### src/rtl/bcp_scheduler.sv
// bcp_scheduler: sequences one BCP propagation round.
// A decision literal is written to the assignment store and issued to the engine. Implications
// reported by the engine are queued in a circular FIFO and then popped, assigned and issued in
// turn. The round ends when the queue drains, the engine reports a conflict, or the queue
// overflows.
//
// Ports:
//   clock, reset          system clock, asynchronous active-low reset
//   start                 one-cycle pulse that starts a round with dec_var/dec_val
//   eng_en, eng_addr      one-cycle engine enable and the current literal's variable
//   eng_finish            engine idle flag; eng_conflict is valid on its rising cycle
//   eng_impl_*            implied literal reported by the engine
//   assign_we/var/val     one-cycle write strobe to the assignment store
//   busy, done            round in progress; one-cycle end-of-round pulse
//   conflict, overflow    round outcome, held until the next accepted start
//   prop_count            literals issued this round (saturating)
module bcp_scheduler #(
  parameter int unsigned VAR_W  = 8,
  parameter int unsigned QDEPTH = 8,
  parameter int unsigned QPTR_W = 3
) (
  input  logic             clock,
  input  logic             reset,
  input  logic             start,
  input  logic [VAR_W-1:0] dec_var,
  input  logic             dec_val,
  output logic             eng_en,
  output logic [VAR_W-1:0] eng_addr,
  input  logic             eng_finish,
  input  logic             eng_impl_valid,
  input  logic [VAR_W-1:0] eng_impl_var,
  input  logic             eng_impl_val,
  input  logic             eng_conflict,
  output logic             assign_we,
  output logic [VAR_W-1:0] assign_var,
  output logic             assign_val,
  output logic             busy,
  output logic             done,
  output logic             conflict,
  output logic             overflow,
  output logic [7:0]       prop_count
);

  typedef enum logic [2:0] {
    StIdle, StIssue, StWaitLow, StWaitHigh, StPop, StFinish
  } state_e;

  localparam logic [QPTR_W:0] QFull = (QPTR_W + 1)'(QDEPTH);

  state_e              state_q;
  logic [QPTR_W-1:0]   head_q, tail_q;
  logic [QPTR_W:0]     count_q;
  logic [VAR_W-1:0]    cur_var_q;
  logic                cur_val_q;
  logic [VAR_W:0]      queue_mem [QDEPTH];

  logic capture, push_ok, push_ovf;

  always_comb begin
    capture  = ((state_q == StWaitLow) || (state_q == StWaitHigh)) && eng_impl_valid;
    push_ok  = capture && (count_q != QFull);
    push_ovf = capture && (count_q == QFull);
  end

  // Entry storage needs no reset: only slots between head and tail are ever read.
  always_ff @(posedge clock) begin
    if (push_ok) begin
      queue_mem[tail_q] <= {eng_impl_val, eng_impl_var};
    end
  end

  always_ff @(posedge clock or negedge reset) begin
    if (!reset) begin
      state_q    <= StIdle;
      head_q     <= '0;
      tail_q     <= '0;
      count_q    <= '0;
      cur_var_q  <= '0;
      cur_val_q  <= 1'b0;
      eng_en     <= 1'b0;
      eng_addr   <= '0;
      assign_we  <= 1'b0;
      assign_var <= '0;
      assign_val <= 1'b0;
      busy       <= 1'b0;
      done       <= 1'b0;
      conflict   <= 1'b0;
      overflow   <= 1'b0;
      prop_count <= '0;
    end else begin
      eng_en    <= 1'b0;
      assign_we <= 1'b0;
      done      <= 1'b0;
      unique case (state_q)
        StIdle: begin
          if (start) begin
            cur_var_q  <= dec_var;
            cur_val_q  <= dec_val;
            assign_we  <= 1'b1;
            assign_var <= dec_var;
            assign_val <= dec_val;
            conflict   <= 1'b0;
            overflow   <= 1'b0;
            prop_count <= '0;
            busy       <= 1'b1;
            state_q    <= StIssue;
          end
        end
        StIssue: begin
          // Enable lands one cycle after the assign strobe so the two never overlap.
          eng_en   <= 1'b1;
          eng_addr <= cur_var_q;
          if (prop_count != 8'hFF) prop_count <= prop_count + 8'd1;
          state_q  <= StWaitLow;
        end
        StWaitLow, StWaitHigh: begin
          if (push_ovf) begin
            // Overflow aborts the round; the engine's eventual result is ignored.
            overflow <= 1'b1;
            head_q   <= tail_q;
            count_q  <= '0;
            done     <= 1'b1;
            state_q  <= StFinish;
          end else if (state_q == StWaitHigh && eng_finish && eng_conflict) begin
            conflict <= 1'b1;
            head_q   <= tail_q;
            count_q  <= '0;
            done     <= 1'b1;
            state_q  <= StFinish;
          end else begin
            if (push_ok) begin
              tail_q  <= tail_q + QPTR_W'(1);
              count_q <= count_q + 1'b1;
            end
            if (state_q == StWaitLow) begin
              if (!eng_finish) state_q <= StWaitHigh;
            end else if (eng_finish) begin
              // A push on the rising cycle counts toward the empty test.
              if (count_q == '0 && !push_ok) begin
                done    <= 1'b1;
                state_q <= StFinish;
              end else begin
                state_q <= StPop;
              end
            end
          end
        end
        StPop: begin
          cur_var_q  <= queue_mem[head_q][VAR_W-1:0];
          cur_val_q  <= queue_mem[head_q][VAR_W];
          assign_we  <= 1'b1;
          assign_var <= queue_mem[head_q][VAR_W-1:0];
          assign_val <= queue_mem[head_q][VAR_W];
          head_q     <= head_q + QPTR_W'(1);
          count_q    <= count_q - 1'b1;
          state_q    <= StIssue;
        end
        StFinish: begin
          busy    <= 1'b0;
          state_q <= StIdle;
        end
        default: state_q <= StIdle;
      endcase
    end
  end

endmodule

### config.mk
export PLATFORM = sky130hd
export DESIGN_NAME = bcp_scheduler
export DESIGN_NICKNAME = d
export VERILOG_FILES = /design/src/rtl/bcp_scheduler.sv
export SDC_FILE = /design/constraint.sdc
export NUM_CORES = 1
export LEC_CHECK = 0
export CORE_UTILIZATION = 50
export DETAILED_ROUTE_END_ITERATION = 6
export PLACE_DENSITY_LB_ADDON = 0.3
export SYNTH_ARGS = -nofsm -noshare
export SYNTH_HDL_FRONTEND = slang
export SYNTH_SLANG_ARGS = --single-unit
### constraint.sdc
create_clock -name clock -period 2.5 [get_ports clock]
set_input_delay 0.25 -clock clock [delete_from_list [all_inputs] [get_ports clock]]
set_output_delay 0.25 -clock clock [all_outputs]
set_load 0.05 [all_outputs]
==> metrics.log, run 1 <==
[metrics] number of DRC violations after detailed routing: 0
[metrics] count of maximum capacitance violations: 0
[metrics] source-to-sink clock delay at the later pin of the worst-skew pair: around 0.5 ns
[metrics] summed instance area of the synthesized netlist: 4930 um2
[metrics] input/output buffers: 54
[metrics] proportion of layout cells with a drive suffix above 1: 16.9%
[metrics] aggregate routed wire length: 9880 um
[metrics] antenna violations before repair: 0
[metrics] total clock sinks: 116
[metrics] Non-Filler Instances: 556
[metrics] average routed wire per standard cell: 17.8 um
[metrics] yosys synthesis warning count: 0
[metrics] GRT Residual Overflow: 0
[metrics] unrepaired setup endpoints after global routing: false
[metrics] total power consumption of the routed design: 0.00786 W
[metrics] Row Count: 35
[metrics] cell chosen for the clock root: clkbuf_8
[metrics] area of the placeable core: 9420 um2
[metrics] mean number of vias per cell: ~5.6
[metrics] area after detailed placement: about 5600 um2
[metrics] first-pass GRT wire length: 16100 um
[metrics] maximum level of the CTS H-tree: 4
[metrics] number of primary I/O pins: 55
[metrics] post-layout min period: between 2 and 2.5 ns
[metrics] filler cell count in the final layout: between 600 and 700
[metrics] area enclosed by the die boundary: 10300 um2
[metrics] largest net degree at the start of global routing: 45
[metrics] max-slew violation total from the final report: 0
[metrics] synthesized flop and latch total: roughly 120
[metrics] Die Y-Extent: 101 um
[metrics] top library cells by usage in the layout, fill and taps aside: 72 x edfxtp_1, 57 x nand2_1, 53 x clkdlybuf4s50_1
[metrics] largest vdd supply drop: between 0.5 and 0.6 mV
[metrics] syn avg cell area: 14.4 um2
[metrics] PostCTS Resize Cnt: 0
[metrics] primary flip-flop cell chosen by synthesis mapping: edfxtp_1
[metrics] initial core utilization: 52.4%
[metrics] DIE WIDTH: 101 um
[metrics] sum of net half-perimeters after detailed placement: around 6400 um
[metrics] highest achievable clock rate: 0.474 GHz
[metrics] total number of vias: just over 3000
[metrics] CTS tree: yes
[metrics] worst-case clock buffer depth: 2
[metrics] Final Instance Area: roughly 6200 um2
[metrics] Async SR Flop Fraction: 37.9%
[metrics] relative area change from synthesis to final layout: 25.3%
[metrics] required time worst endpoint: ~2.7 ns
[metrics] Hold Violations, Final: 0
[metrics] fin nets: 443
[metrics] portion of the post-synthesis area used by sequential elements: 66.2%
[metrics] result of the run: finished clean
[metrics] startpoint type of the worst setup path: flip-flop
[metrics] Placed Instances: 523
[metrics] reg-to-reg startpoint: count_q[0]$_DFFE_PN0P_
[metrics] number of DRC markers in iteration 0: 208
[metrics] nets in the synthesized netlist: 372
[metrics] number of buffers inserted during clock tree synthesis: 17
[metrics] leakage power of the design: 2.35 nW
[metrics] HP Class: input port to flip-flop
[metrics] power density over the cells: 1270 nW/um2
[metrics] Antenna Diode Count: 0
[metrics] number of enable-type register cells in the synthesized netlist: 72
[metrics] Critical path origin: count_q[0]$_DFFE_PN0P_
[metrics] largest fanout on the critical path: 9
[metrics] data arrival time at the worst-slack endpoint: 2.31 ns
[metrics] Tot GR Track Use: between 20 and 25%
[metrics] kind of end point of the critical path: flip-flop
[metrics] most common cell after layout, fill and taps aside: edfxtp_1
[metrics] Fin Setup TNS: 0 ns
[metrics] number of global-route vias before repair: 3107
[metrics] Fin Clk Skew: 0.00876 ns
[metrics] Worst Max-Slew Pin Slew: roughly 0.97 ns
[metrics] Final Wtd Congestion: 0.850
[metrics] count of distinct cell types in the synthesized netlist: 50
[metrics] antenna violation net count after detailed routing: 0
[metrics] origin of the worst min-delay path: dec_var[3]
[metrics] Final setup violation count: 0
[metrics] Clock Pin Slew Worst Setup and Hold Paths: 0.06 ns
[metrics] Post-Syn Instances: 343
[metrics] worst-case headroom to the max-slew limit: 35.3%
[metrics] fin crit share: 84.4%
[metrics] worst setup path class: flip-flop to flip-flop
[metrics] First-pass DRT Iterations: 4
==> sequential cells by signal (all words and copies together) (netlist names) <==
signal and cells:
eng_en 1, head_q 3, done 1, eng_addr 8, queue_mem 72, overflow 1, busy 1, conflict 1
state_q 3, prop_count 8, assign_we 1, cur_var_q 8, assign_val 1, tail_q 3, count_q 4
==> worst max-delay path: stages, from the launching register on <==
cell	delay, ns
dfrtp_1	0.44
inv_1	0.07
ha_1	0.24
and3b_2	0.29
or3_1	0.43
nor2_1	0.13
buf_4	0.21
==> cell usage after synthesis, types with 7 or more instances <==
cell,number,area share (%)
edfxtp_1,72,44
nand2_1,57,4.3
dfrtp_1,44,22
a21oi_1,19,1.9
mux4_2,18,8.2
nor2_1,13,0.99
and3_1,10,1.3
mux2i_1,9,1.8
o21ai_0,9,0.91
inv_1,8,0.61
buf_2,7,0.71
==> stage by stage <==
stage	utilization [%]	setup slack [ns]	hold slack [ns]
floorplan	-	0.197	-0.0456
global placement	59.8	0.390	0.457
detailed placement	59.8	0.324	0.457
CTS	65.6	0.387	0.392
global route	65.6	0.241	0.411
finish	65.6	0.389	0.418
==> where the power goes <==
group / switching (W) / internal (W) / leakage [nW]
Combinational: 0.00165 / 0.00114 / 0.892
Sequential: 0.000419 / 0.00246 / 1.20
Clock: 0.000873 / 0.00132 / 0.254
Total: 0.00294 / 0.00492 / 2.35
==> cells by family after synthesis <==
kind of cell / share of synthesized area [%]
flops: 66.2
simple gates: 11.5
compound gates: 7.26
mux: 10.3
buf+inv: 3.02
fa+ha+maj: 1.27
xor+xnor: 0.533
==> final timing paths <==
check                                       endpoint  slack, ns  cells after the start
min in group asynchronous             done$_DFF_PN0_       0.44                      2
min                         cur_var_q[3]$_DFFE_PN0P_       0.42                      4
max                        queue_mem[6][8]$_DFFE_PP_       0.39                      6
max reg2reg                queue_mem[6][8]$_DFFE_PP_       0.39                      6
max in group asynchronous   cur_var_q[5]$_DFFE_PN0P_       1.46                      2
min reg2reg                  eng_addr[7]$_DFFE_PN0P_       0.47                      2
==> routing by layer <==
layer | routed length (um) | share of wire (%) | track usage, %
met1 | 4290 | 43 | 28.0
met2 | 4820 | 49 | 34.3
met3 | 541 | 5.5 | 5.45
met4 | 227 | 2.3 | 10.6
met5 | 0 | 0 | 0
==> what timing repair did <==
action / in CTS / in global routing
buffers inserted: 0 / 0
hold endpoints to repair: 44 / 0
hold buffers: 1 / 0
setup endpoints to repair: 0 / 0
==> final cells by class <==
| class | count | area (um2) | share of cell area (%) |
|---|---|---|---|
| clock buffer | 17 | 414 | 6.70 |
| clock inverter | 15 | 129 | 2.09 |
| inverter | 8 | 30.0 | 0.486 |
| multi-input combinational | 201 | 1520 | 24.7 |
| sequential | 116 | 3260 | 52.8 |
| tap | 129 | 161 | 2.61 |
| timing repair buffer | 70 | 658 | 10.6 |
Note: power is estimated with default switching activity, not from simulation.
==> run 2: changes to the inputs <==
==> constraint.sdc (replaced) <==
create_clock -name clock -period 1.8 [get_ports clock]
set_input_delay 0.18 -clock clock [delete_from_list [all_inputs] [get_ports clock]]
set_output_delay 0.18 -clock clock [all_outputs]
set_load 0.05 [all_outputs]
==> metrics.log, run 2 (synthesized netlist as in run 1, its figures left out) <==
[metrics] area enclosed by the die boundary: 10300 um2 (unchanged)
[metrics] number of primary I/O pins: 55 (unchanged)
[metrics] sum of net half-perimeters after detailed placement: 7130 um (+11%)
[metrics] largest net degree at the start of global routing: 45 (unchanged)
[metrics] fin nets: 471 (+6.3%)
[metrics] required time worst endpoint: 2.02 ns (-0.68 ns)
[metrics] input/output buffers: 54 (unchanged)
[metrics] most common cell after layout, fill and taps aside: edfxtp_1
[metrics] first-pass GRT wire length: 17100 um (+6.0%)
[metrics] register name with the most flops: queue_mem
[metrics] highest achievable clock rate: 0.553 GHz (+17%)
[metrics] largest fanout on the critical path: 9 (unchanged)
[metrics] top library cells by usage in the layout, fill and taps aside: 72 x edfxtp_1, 56 x nand2_1, 42 x dfrtp_1
[metrics] count of maximum capacitance violations: 0 (unchanged)
[metrics] area of the placeable core: 9420 um2 (unchanged)
[metrics] WHS: 0.290 ns (-0.128 ns)
[metrics] power density over the cells: 1730 nW/um2 (+36%)
[metrics] worst setup path class: flip-flop to flip-flop
[metrics] unrepaired setup endpoints after global routing: true
[metrics] First-pass DRT Iterations: 4 (unchanged)
[metrics] max-slew violation total from the final report: 0 (unchanged)
[metrics] HP Class: input port to async pin
[metrics] Worst Setup Slack, final: -0.00758 ns (-0.397 ns)
[metrics] total clock sinks: 116 (unchanged)
[metrics] mean number of vias per cell: 5.60 (about the same)
[metrics] worst-case clock buffer depth: 2 (unchanged)
[metrics] fin crit share: 100% (+16 points)
[metrics] GRT Residual Overflow: 0 (unchanged)
[metrics] maximum level of the CTS H-tree: 4 (unchanged)
[metrics] Final Wtd Congestion: 0.790 (-7.1%)
[metrics] average routed wire per standard cell: 18.6 um (+4.4%)
[metrics] DIE WIDTH: 101 um (unchanged)
[metrics] aggregate routed wire length: 10800 um (+9.5%)
[metrics] Hold Violations, Final: 0 (unchanged)
[metrics] result of the run: finished with violations
[metrics] largest vdd supply drop: 0.863 mV (+62%)
[metrics] relative area change from synthesis to final layout: 33.0%
[metrics] area after detailed placement: 6000 um2 (+6.6%)
[metrics] CTS tree: yes
[metrics] Antenna Diode Count: 0 (unchanged)
[metrics] initial core utilization: 52.4% (unchanged)
[metrics] Worst Max-Slew Pin Slew: 0.568 ns (-0.403 ns)
[metrics] number of DRC violations after detailed routing: 0 (unchanged)
[metrics] proportion of layout cells with a drive suffix above 1: 26.0% (+9.1 points)
[metrics] final core utilization: 69.6% (+4.0 points)
[metrics] Fin Clk Skew: 0.0130 ns (+0.00420 ns)
[metrics] data arrival time at the worst-slack endpoint: 2.03 ns (-0.28 ns)
[metrics] Die Y-Extent: 101 um (unchanged)
[metrics] Non-Filler Instances: 583 (+4.9%)
[metrics] Clock Pin Slew Worst Setup and Hold Paths: 0.06 ns (about the same)
[metrics] Final setup violation count: 9 (+9)
[metrics] startpoint type of the worst setup path: flip-flop
[metrics] cell chosen for the clock root: clkbuf_8
[metrics] kind of end point of the critical path: flip-flop
[metrics] Placed Instances: 548 (+4.8%)
[metrics] number of DRC markers in iteration 0: 170 (-18%)
[metrics] Row Count: 35 (unchanged)
[metrics] violations in the final reports: setup timing
[metrics] number of buffers inserted during clock tree synthesis: 17 (unchanged)
[metrics] number of global-route vias before repair: 3275 (+5.4%)
[metrics] total number of vias: 3267 (+4.9%)
[metrics] antenna violation net count after detailed routing: 0 (unchanged)
[metrics] filler cell count in the final layout: 647 (-2.1%)
[metrics] Final Instance Area: 6560 um2 (+6.1%)
[metrics] Tot GR Track Use: 23.0% (+1.4 points)
[metrics] worst-case headroom to the max-slew limit: 62.1% (+27 points)
[metrics] antenna violations before repair: 0 (unchanged)
[metrics] leakage power of the design: 2.60 nW (+11%)
[metrics] flip-flop count of the largest register, all copies and words added: 72 (unchanged)
[metrics] post-layout min period: 1.81 ns (-0.303 ns)
[metrics] source-to-sink clock delay at the later pin of the worst-skew pair: 0.51 ns (about the same)
==> run 2: changes by cell type in the layout (fill, tap and decap cells not counted), sizes merged <==
cell	delta
buf	+27
bufinv	-1
clkbuf	+1
clkdlybuf4s50	-31
clkinv	-1
clkinvlp	+1
dlygate4sd2	+30
nor2	+1
==> run 2: area by class of cell <==
class	instances	area (um2)	area share, %
multi-input cells	202	1610	24.6
inverters	8	30.0	0.458
well taps	129	161	2.46
clock buffers	17	414	6.32
clock inverters	14	104	1.58
repair buffers	97	971	14.8
flip-flops and latches	116	3270	49.8
==> run 2: per-stage QoR <==
step	total power [W]	setup slack [ns]	setup TNS [ns]
global route	0.0119	-0.0742	-2.50
detailed placement	0.00856	-0.123	-3.17
floorplan	0.00689	-0.292	-10.10
CTS	0.0113	-0.0188	-0.143
global placement	0.00844	-0.125	-2.99
finish	0.0114	-0.00758	-0.0372
==> run 2: what timing repair did <==
action / in CTS / in global routing
gates cloned: 0 / 2
resized for setup: 31 / 7
setup buffers: 0 / 1
pin swaps: 1 / 4
hold buffers: 1 / 0
setup endpoints to repair: 42 / 58
endpoints found under the hold margin: 44 / 0
==> run 2: power by group <==
part,switching [W],internal (W)
Clock,0.00125,0.00169
Sequential,0.000457,0.00343
Combinational,0.00268,0.00186
==> run 2: worst max-delay path, cell delays in order, from the launching register on <==
cell	delay, ns
dfrtp_1	0.34
inv_1	0.05
ha_2	0.17
and3b_2	0.21
or3_4	0.43
nor3_4	0.16
buf_12	0.15
==> run 2: worst paths after layout <==
| check | start | to | slack, ns | depth (start not counted) |
|---|---|---|---|---|
| max in group asynchronous | reset | prop_count[1]$_DFFE_PN0P_ | 1.08 | 3 |
| hold reg to reg | eng_addr[2]$_DFFE_PN0P_ | eng_addr[2]$_DFFE_PN0P_ | 0.47 | 2 |
| hold / removal | reset | done$_DFF_PN0_ | 0.29 | 3 |
| setup reg to reg | count_q[1]$_DFFE_PN0P_ | queue_mem[0][4]$_DFFE_PP_ | -0.008 | 6 |
| setup / recovery | count_q[1]$_DFFE_PN0P_ | queue_mem[0][4]$_DFFE_PP_ | -0.008 | 6 |
| min in group clock | dec_var[5] | cur_var_q[5]$_DFFE_PN0P_ | 0.33 | 4 |
==> run 2: layer usage <==
layer / wire length [um] / track usage, % / vias to the layer above
li1: - / - / 1497
met1: 4710 / 29.9 / 1644
met2: 5450 / 37.3 / 112
met3: 477 / 5.87 / 14
met4: 175 / 9.48 / 0
met5: 0 / 0 / -
